## config.mk

```make
export PLATFORM = sky130hd
export DESIGN_NAME = reorder_buffer
export DESIGN_NICKNAME = d
export VERILOG_FILES = /design/src/rtl/reorder_buffer_pkg.sv /design/src/rtl/reorder_buffer.sv
export SDC_FILE = /design/constraint.sdc
export NUM_CORES = 2
export LEC_CHECK = 0
export ABC_AREA = 1
export BUFFER_PORTS_ARGS = -buffer_cell sky130_fd_sc_hd__buf_4
export CAP_MARGIN = 20
export CORE_MARGIN = 2
export CORE_UTILIZATION = 33
export CTS_CLUSTER_DIAMETER = 200
export DETAILED_ROUTE_END_ITERATION = 12
export GPL_TIMING_DRIVEN = 0
export MAX_ROUTING_LAYER = met4
export SLEW_MARGIN = 20
export SYNTH_ARGS = -nofsm -noshare
export SYNTH_HDL_FRONTEND = slang
export SYNTH_SLANG_ARGS = --single-unit
```

## constraint.sdc

```tcl
create_clock -name clk_in -period 3.9 [get_ports clk_in]
set_input_delay 0.585 -clock clk_in [delete_from_list [all_inputs] [get_ports clk_in]]
set_output_delay 0.585 -clock clk_in [all_outputs]
set_load 0.03 [all_outputs]
```

## src/rtl/reorder_buffer_pkg.sv

```systemverilog
// Shared types for the reorder buffer: entry type encodings and the entry record.
// Latency: n/a (types and constants only).
// Backpressure: n/a.
package reorder_buffer_pkg;

    typedef enum logic [1:0] {
        ROB_TYPE_REG    = 2'd0,
        ROB_TYPE_STORE  = 2'd1,
        ROB_TYPE_BRANCH = 2'd2
    } rob_type_e;

    typedef struct packed {
        logic        busy;
        logic        ready;
        rob_type_e   rtype;
        logic [4:0]  rd;
        logic [31:0] val;
        logic        pred_taken;
        logic        taken;
        logic [31:0] alt_pc;
    } rob_entry_t;

    localparam rob_entry_t ENTRY_RST = '0;

endpackage

```

## src/rtl/reorder_buffer.sv

```systemverilog
// Circular reorder buffer: allocates indices 1..2^ROB_WIDTH-1, captures CDB results, retires in order.
// Latency: CDB result at edge E makes the entry ready after E; a ready head commits at E+1 (registered pulses).
// Backpressure: rob_full (registered count) blocks issue; rdy_in low freezes all state and outputs.
//
// Ports:
//   clk_in, rst_in (sync active-low), rdy_in (global stall)
//   issue_*        : allocate one entry at rob_next_idx (tail)
//   alu/lsb_cdb_*  : result broadcasts, write val/ready (ALU also writes taken)
//   rs1/rs2_query  : combinational readiness/value lookup with CDB bypass; index 0 = no dependency
//   rob_to_rf_*    : register commit pulse (REG and BRANCH)
//   rob_to_lsb_*   : store release pulse
//   clr_out/clr_pc : pipeline flush on branch mispredict
module reorder_buffer
    import reorder_buffer_pkg::*;
#(
    parameter int ROB_WIDTH = 4
) (
    input  logic                 clk_in,
    input  logic                 rst_in,
    input  logic                 rdy_in,

    input  logic                 issue_rdy,
    input  logic [1:0]           issue_type,
    input  logic [4:0]           issue_rd_id,
    input  logic                 issue_pred_taken,
    input  logic [31:0]          issue_alt_pc,
    output logic                 rob_full,
    output logic [ROB_WIDTH-1:0] rob_next_idx,

    input  logic                 alu_cdb_valid,
    input  logic [ROB_WIDTH-1:0] alu_cdb_rob_idx,
    input  logic [31:0]          alu_cdb_val,
    input  logic                 alu_cdb_taken,
    input  logic                 lsb_cdb_valid,
    input  logic [ROB_WIDTH-1:0] lsb_cdb_rob_idx,
    input  logic [31:0]          lsb_cdb_val,

    input  logic [ROB_WIDTH-1:0] rs1_query_idx,
    input  logic [ROB_WIDTH-1:0] rs2_query_idx,
    output logic                 rs1_ready,
    output logic                 rs2_ready,
    output logic [31:0]          rs1_val,
    output logic [31:0]          rs2_val,

    output logic                 rob_to_rf_commit,
    output logic [4:0]           rob_to_rf_reg_id,
    output logic [31:0]          rob_to_rf_reg_val,
    output logic [ROB_WIDTH-1:0] rob_to_rf_rob_idx,
    output logic                 rob_to_lsb_store_commit,
    output logic [ROB_WIDTH-1:0] rob_to_lsb_store_idx,
    output logic                 clr_out,
    output logic [31:0]          clr_pc
);

    localparam int                   DEPTH   = 2 ** ROB_WIDTH;
    localparam logic [ROB_WIDTH-1:0] IDX_ONE = {{(ROB_WIDTH-1){1'b0}}, 1'b1};
    localparam logic [ROB_WIDTH-1:0] CAP_CNT = '1;

    // Index 0 means "no dependency", so the pointers skip it on wrap.
    function automatic logic [ROB_WIDTH-1:0] idx_inc(input logic [ROB_WIDTH-1:0] idx);
        return (idx == '1) ? IDX_ONE : idx + IDX_ONE;
    endfunction

    rob_entry_t           ent_q [DEPTH];
    logic [ROB_WIDTH-1:0] head_q, tail_q, count_q, count_d;
    logic                 full_q;
    logic                 rf_commit_q, st_commit_q, clr_q;
    logic [4:0]           rf_reg_id_q;
    logic [31:0]          rf_reg_val_q, clr_pc_q;
    logic [ROB_WIDTH-1:0] rf_rob_idx_q, st_idx_q;

    rob_entry_t head_ent;
    logic       issue_fire, commit_fire, mispredict;

    assign head_ent    = ent_q[head_q];
    // The clear cycle squashes issue and CDB; the flush already emptied every entry.
    assign commit_fire = !clr_q && head_ent.busy && head_ent.ready;
    assign mispredict  = commit_fire && (head_ent.rtype == ROB_TYPE_BRANCH)
                         && (head_ent.taken != head_ent.pred_taken);
    // Full test uses the registered count, so a same-cycle commit does not free a slot early.
    assign issue_fire  = issue_rdy && (count_q != CAP_CNT) && !clr_q;

    always_comb begin
        case ({issue_fire, commit_fire})
            2'b10:   count_d = count_q + IDX_ONE;
            2'b01:   count_d = count_q - IDX_ONE;
            default: count_d = count_q;
        endcase
    end

    // Operand lookup: same-cycle CDB bypass first (ALU before LSB), then stored entry.
    always_comb begin
        rs1_ready = 1'b0;
        rs1_val   = '0;
        if (rs1_query_idx == '0) begin
            rs1_ready = 1'b1;
        end else if (alu_cdb_valid && (alu_cdb_rob_idx == rs1_query_idx)) begin
            rs1_ready = 1'b1;
            rs1_val   = alu_cdb_val;
        end else if (lsb_cdb_valid && (lsb_cdb_rob_idx == rs1_query_idx)) begin
            rs1_ready = 1'b1;
            rs1_val   = lsb_cdb_val;
        end else begin
            rs1_ready = ent_q[rs1_query_idx].ready;
            rs1_val   = ent_q[rs1_query_idx].val;
        end
    end

    always_comb begin
        rs2_ready = 1'b0;
        rs2_val   = '0;
        if (rs2_query_idx == '0) begin
            rs2_ready = 1'b1;
        end else if (alu_cdb_valid && (alu_cdb_rob_idx == rs2_query_idx)) begin
            rs2_ready = 1'b1;
            rs2_val   = alu_cdb_val;
        end else if (lsb_cdb_valid && (lsb_cdb_rob_idx == rs2_query_idx)) begin
            rs2_ready = 1'b1;
            rs2_val   = lsb_cdb_val;
        end else begin
            rs2_ready = ent_q[rs2_query_idx].ready;
            rs2_val   = ent_q[rs2_query_idx].val;
        end
    end

    always_ff @(posedge clk_in) begin
        if (!rst_in) begin
            for (int i = 0; i < DEPTH; i++) begin
                ent_q[i] <= ENTRY_RST;
            end
            head_q       <= IDX_ONE;
            tail_q       <= IDX_ONE;
            count_q      <= '0;
            full_q       <= 1'b0;
            rf_commit_q  <= 1'b0;
            rf_reg_id_q  <= '0;
            rf_reg_val_q <= '0;
            rf_rob_idx_q <= '0;
            st_commit_q  <= 1'b0;
            st_idx_q     <= '0;
            clr_q        <= 1'b0;
            clr_pc_q     <= '0;
        end else if (rdy_in) begin
            rf_commit_q <= 1'b0;
            st_commit_q <= 1'b0;
            clr_q       <= 1'b0;

            if (issue_fire) begin
                ent_q[tail_q] <= '{busy:       1'b1,
                                   ready:      1'b0,
                                   rtype:      rob_type_e'(issue_type),
                                   rd:         issue_rd_id,
                                   val:        32'd0,
                                   pred_taken: issue_pred_taken,
                                   taken:      1'b0,
                                   alt_pc:     issue_alt_pc};
            end

            if (!clr_q && alu_cdb_valid && ent_q[alu_cdb_rob_idx].busy) begin
                ent_q[alu_cdb_rob_idx].ready <= 1'b1;
                ent_q[alu_cdb_rob_idx].val   <= alu_cdb_val;
                ent_q[alu_cdb_rob_idx].taken <= alu_cdb_taken;
            end
            if (!clr_q && lsb_cdb_valid && ent_q[lsb_cdb_rob_idx].busy) begin
                ent_q[lsb_cdb_rob_idx].ready <= 1'b1;
                ent_q[lsb_cdb_rob_idx].val   <= lsb_cdb_val;
            end

            if (commit_fire) begin
                ent_q[head_q].busy <= 1'b0;
                if (head_ent.rtype == ROB_TYPE_STORE) begin
                    st_commit_q <= 1'b1;
                    st_idx_q    <= head_q;
                end else begin
                    rf_commit_q  <= 1'b1;
                    rf_reg_id_q  <= head_ent.rd;
                    rf_reg_val_q <= head_ent.val;
                    rf_rob_idx_q <= head_q;
                end
            end

            head_q  <= commit_fire ? idx_inc(head_q) : head_q;
            tail_q  <= issue_fire ? idx_inc(tail_q) : tail_q;
            count_q <= count_d;
            full_q  <= (count_d == CAP_CNT);

            // Flush overrides the issue and pointer updates above.
            if (mispredict) begin
                for (int i = 0; i < DEPTH; i++) begin
                    ent_q[i].busy <= 1'b0;
                end
                clr_q    <= 1'b1;
                clr_pc_q <= head_ent.alt_pc;
                head_q   <= IDX_ONE;
                tail_q   <= IDX_ONE;
                count_q  <= '0;
                full_q   <= 1'b0;
            end
        end
    end

    assign rob_full                = full_q;
    assign rob_next_idx            = tail_q;
    assign rob_to_rf_commit        = rf_commit_q;
    assign rob_to_rf_reg_id        = rf_reg_id_q;
    assign rob_to_rf_reg_val       = rf_reg_val_q;
    assign rob_to_rf_rob_idx       = rf_rob_idx_q;
    assign rob_to_lsb_store_commit = st_commit_q;
    assign rob_to_lsb_store_idx    = st_idx_q;
    assign clr_out                 = clr_q;
    assign clr_pc                  = clr_pc_q;

endmodule

```

==> flow_summary.json <==
{
  "r2r_slack_ns": -0.27,
  "drtIter0Drc": 16500,
  "outcome": "finished with violations",
  "cts-root-buf": "clkbuf_16",
  "grt_pass1_vias": 75700,
  "arrival_ns": 4.86,
  "yosys.area_share.simple_pct": 23.2,
  "rows": 172,
  "clockBufferDepth": 3,
  "synth_ff_type": "edfxtp_1",
  "violations": "negative setup slack",
  "finClkSkew_ns": 0.0568,
  "crit_type": "register to register",
  "viasPerCell": 6.67,
  "synthAdderAreaFrac_pct": 0.217,
  "gr-usage-met2_pct": 74.9,
  "core_area_um2": 219000,
  "timing.critical_path.from": "ent_q[8][74]",
  "maxCapViolations": 0,
  "hpwl_mm": 466,
  "cts_tree": "done",
  "vias": 85000,
  "cts.sinks": 1297,
  "maxSlewHeadroom_pct": 9.45,
  "ys_ff_latch": 1297,
  "grt_max_degree": 43,
  "final_util_pct": 40.5,
  "synth_top_family_by_area": "simple AND/OR/NAND/NOR gates",
  "crit_fanout": 10,
  "drtAntennaViolNets": 0,
  "yosysWarnings": 0,
  "netlist_area_um2": 72700,
  "io_buffers": 200,
  "worstMarginPinSlew_ns": 1.36,
  "slew_viol_final": 0,
  "setup_tns_ns": -22.44,
  "grtUsageTotal_pct": 55.1,
  "die_x_um": 473,
  "crit_path_start_kind": "register",
  "period_minus_slack_ns": 4.17,
  "setup_viol": 250,
  "first_pass_iters": 10,
  "grt.met3_usage_pct": 23.2,
  "synth_seq_area_share_pct": 51.8,
  "dieArea_um2": 224000,
  "hp-start": "issue_alt_pc[18]",
  "crit_path_end_kind": "register",
  "rsz0062_at_grt": "true",
  "avgSynthCellArea_um2": 8.02,
  "gp_congestion": 1.17,
  "ys_async_sr_fraction_pct": 0,
  "synth_nets": 9200,
  "die_h_um": 473,
  "drive_gt1_share_pct": 13.2,
  "wirelength_mm": 619,
  "htreeDepth": 4,
  "power_density_nw_per_um2": 417,
  "finalPower_mw": 37.1,
  "holdCritPathClass": "input port to register",
  "peakVddDrop_mv": 0.498,
  "synth-compound-area-share_pct": 17.6,
  "area_growth_pct": 22.2,
  "synthMuxAreaShare_pct": 0.0155,
  "met1_usage_pct": 61.6,
  "synthXorXnorAreaFrac_pct": 0.0482,
  "clock_latency_ns": 0.89,
  "synth_edf_count": 1168,
  "remaining_drc_errors": 0,
  "grt_pass1_wl_mm": 780,
  "grt_overflow_total": 0,
  "period_share_pct": 107,
  "antenna_found_initial": 147,
  "top_usage_layer": "met2",
  "synth.distinct_cells": 47,
  "timing.fmax_ghz": 0.240,
  "ios": 278,
  "numCtsBuffers": 156,
  "setup_ws_ns": -0.272,
  "clk_pin_slew_ns": 0.07,
  "critical_path_required_ns": 4.59,
  "drt-wirelength-per-cell_um": 48.5,
  "initial_core_util_pct": 33.1,
  "hold_viol_final": 0,
  "synthCells": 9061,
  "num-nets-final": 9707,
  "p_leak_nw": 35.6,
  "timing.rr.start": "ent_q[8][74]",
  "cts_hold_buf": 0
}
[cell families after synthesis]
logic type,after synthesis
AND/OR/NAND/NOR,4115
AO/OA/AOI/OAI,2288
adder cells (fa/ha/maj),12
flip-flops,1297
XOR/XNOR,4
multiplexers,1
buffers and inverters,1344
[worst max-delay path: stages (launching register included)]
cell      delay, ns
dfxtp_1        0.44
inv_1          0.09
o221ai_1       0.40
nand2_1        0.09
nand2_1        0.12
o21ai_2        0.13
nor2_4         0.49
nand2_4        0.43
inv_2          0.56
clkbuf_1       0.94
nand2_1        0.10
nand2_1        0.16
[path summary, 6_finish.rpt]
check                                endpoint  cells past startpoint
worst min register to register     clr_pc[26]                      2
worst min-delay path             ent_q[1][18]                      3
worst max register to register  ent_q[11][52]                     11
worst max-delay path            ent_q[11][52]                     11
[power breakdown]
part	internal, mW	switching, mW
Clock	8.66	6.97
Sequential	15.6	0.298
Combinational	1.20	4.38
Total	25.4	11.6
[area by class of cell]
class | instances | area (µm²)
diodes | 181 | 453
plain buffers | 887 | 4520
clock buffers | 211 | 4300
clock inverters | 80 | 962
fillers | 22400 | 130000
inverters | 454 | 1760
multi-input cells | 6422 | 30700
flip-flops and latches | 1297 | 37700
well taps | 2871 | 3590
repair buffers | 350 | 4820
[placed cells by master, fill, tap and decap left out, types with 59 or more instances in the layout]
master and instances:
a21oi_1 480, buf_16 76, buf_2 101, buf_4 236, clkbuf_1 368, clkbuf_16 160, clkbuf_2 277, clkbuf_4 59
dfxtp_1 129, diode_2 181, edfxtp_1 1168, inv_1 410, nand2_1 1773, nand3_1 794, nor2_1 1384, o211ai_1 178
o21ai_0 1184, o221ai_1 65, o22ai_1 176
[flip-flops by register name, summed over array words and instances, names as in the netlist, 4 cells and up, named ones only]
register	count
clr_pc	32
count_q	4
ent_q	1200
head_q	4
rob_next_idx	4
rob_to_lsb_store_idx	4
rob_to_rf_reg_id	5
rob_to_rf_reg_val	32
rob_to_rf_rob_idx	4
[synth_stat cells, types with 12 or more instances]
cell	number	share of area (%)
clkbuf_1	714	3.7
buf_2	70	0.48
a211oi_1	12	0.12
nand2_1	1801	9.3
nor2_1	1399	7.2
edfxtp_1	1168	48
nand4_1	45	0.39
o21ai_0	1205	8.3
o22ai_1	176	1.5
inv_1	418	2.2
a31oi_1	43	0.37
o21ai_1	15	0.10
buf_1	94	0.49
o2111ai_1	57	0.69
nand3_1	829	5.7
a21oi_1	498	3.4
nor3_2	15	0.21
inv_2	28	0.14
o221ai_1	68	0.82
o211ai_1	178	1.8
dfxtp_1	129	3.6
[routing by layer]
layer	wire length, µm	up-vias
li1	-	32600
met1	214000	41500
met2	249000	8341
met3	88300	2603
met4	67500	0
met5	0	-
[per-stage QoR]
stage | cell area (µm²) | hold slack (ns) | setup WS (ns) | std cells
after floorplan | 72700 | 0.456 | -0.0293 | 9061
after global placement | 77800 | 0.432 | -4.33 | 12100
after detailed placement | 81700 | 0.440 | -2.16 | 12300
after CTS | 87900 | 0.105 | 0.00121 | 12600
after global routing | 88700 | 0.145 | -0.0457 | 12700
final | 88800 | 0.137 | -0.272 | 12800
[timing repair]
item	CTS	global route
gates resized for setup	308	161
gates cloned	0	2
setup buffers	5	8
pin swaps	11	23
endpoints found under the setup margin	965	304
(Power assumes the default switching activity.)
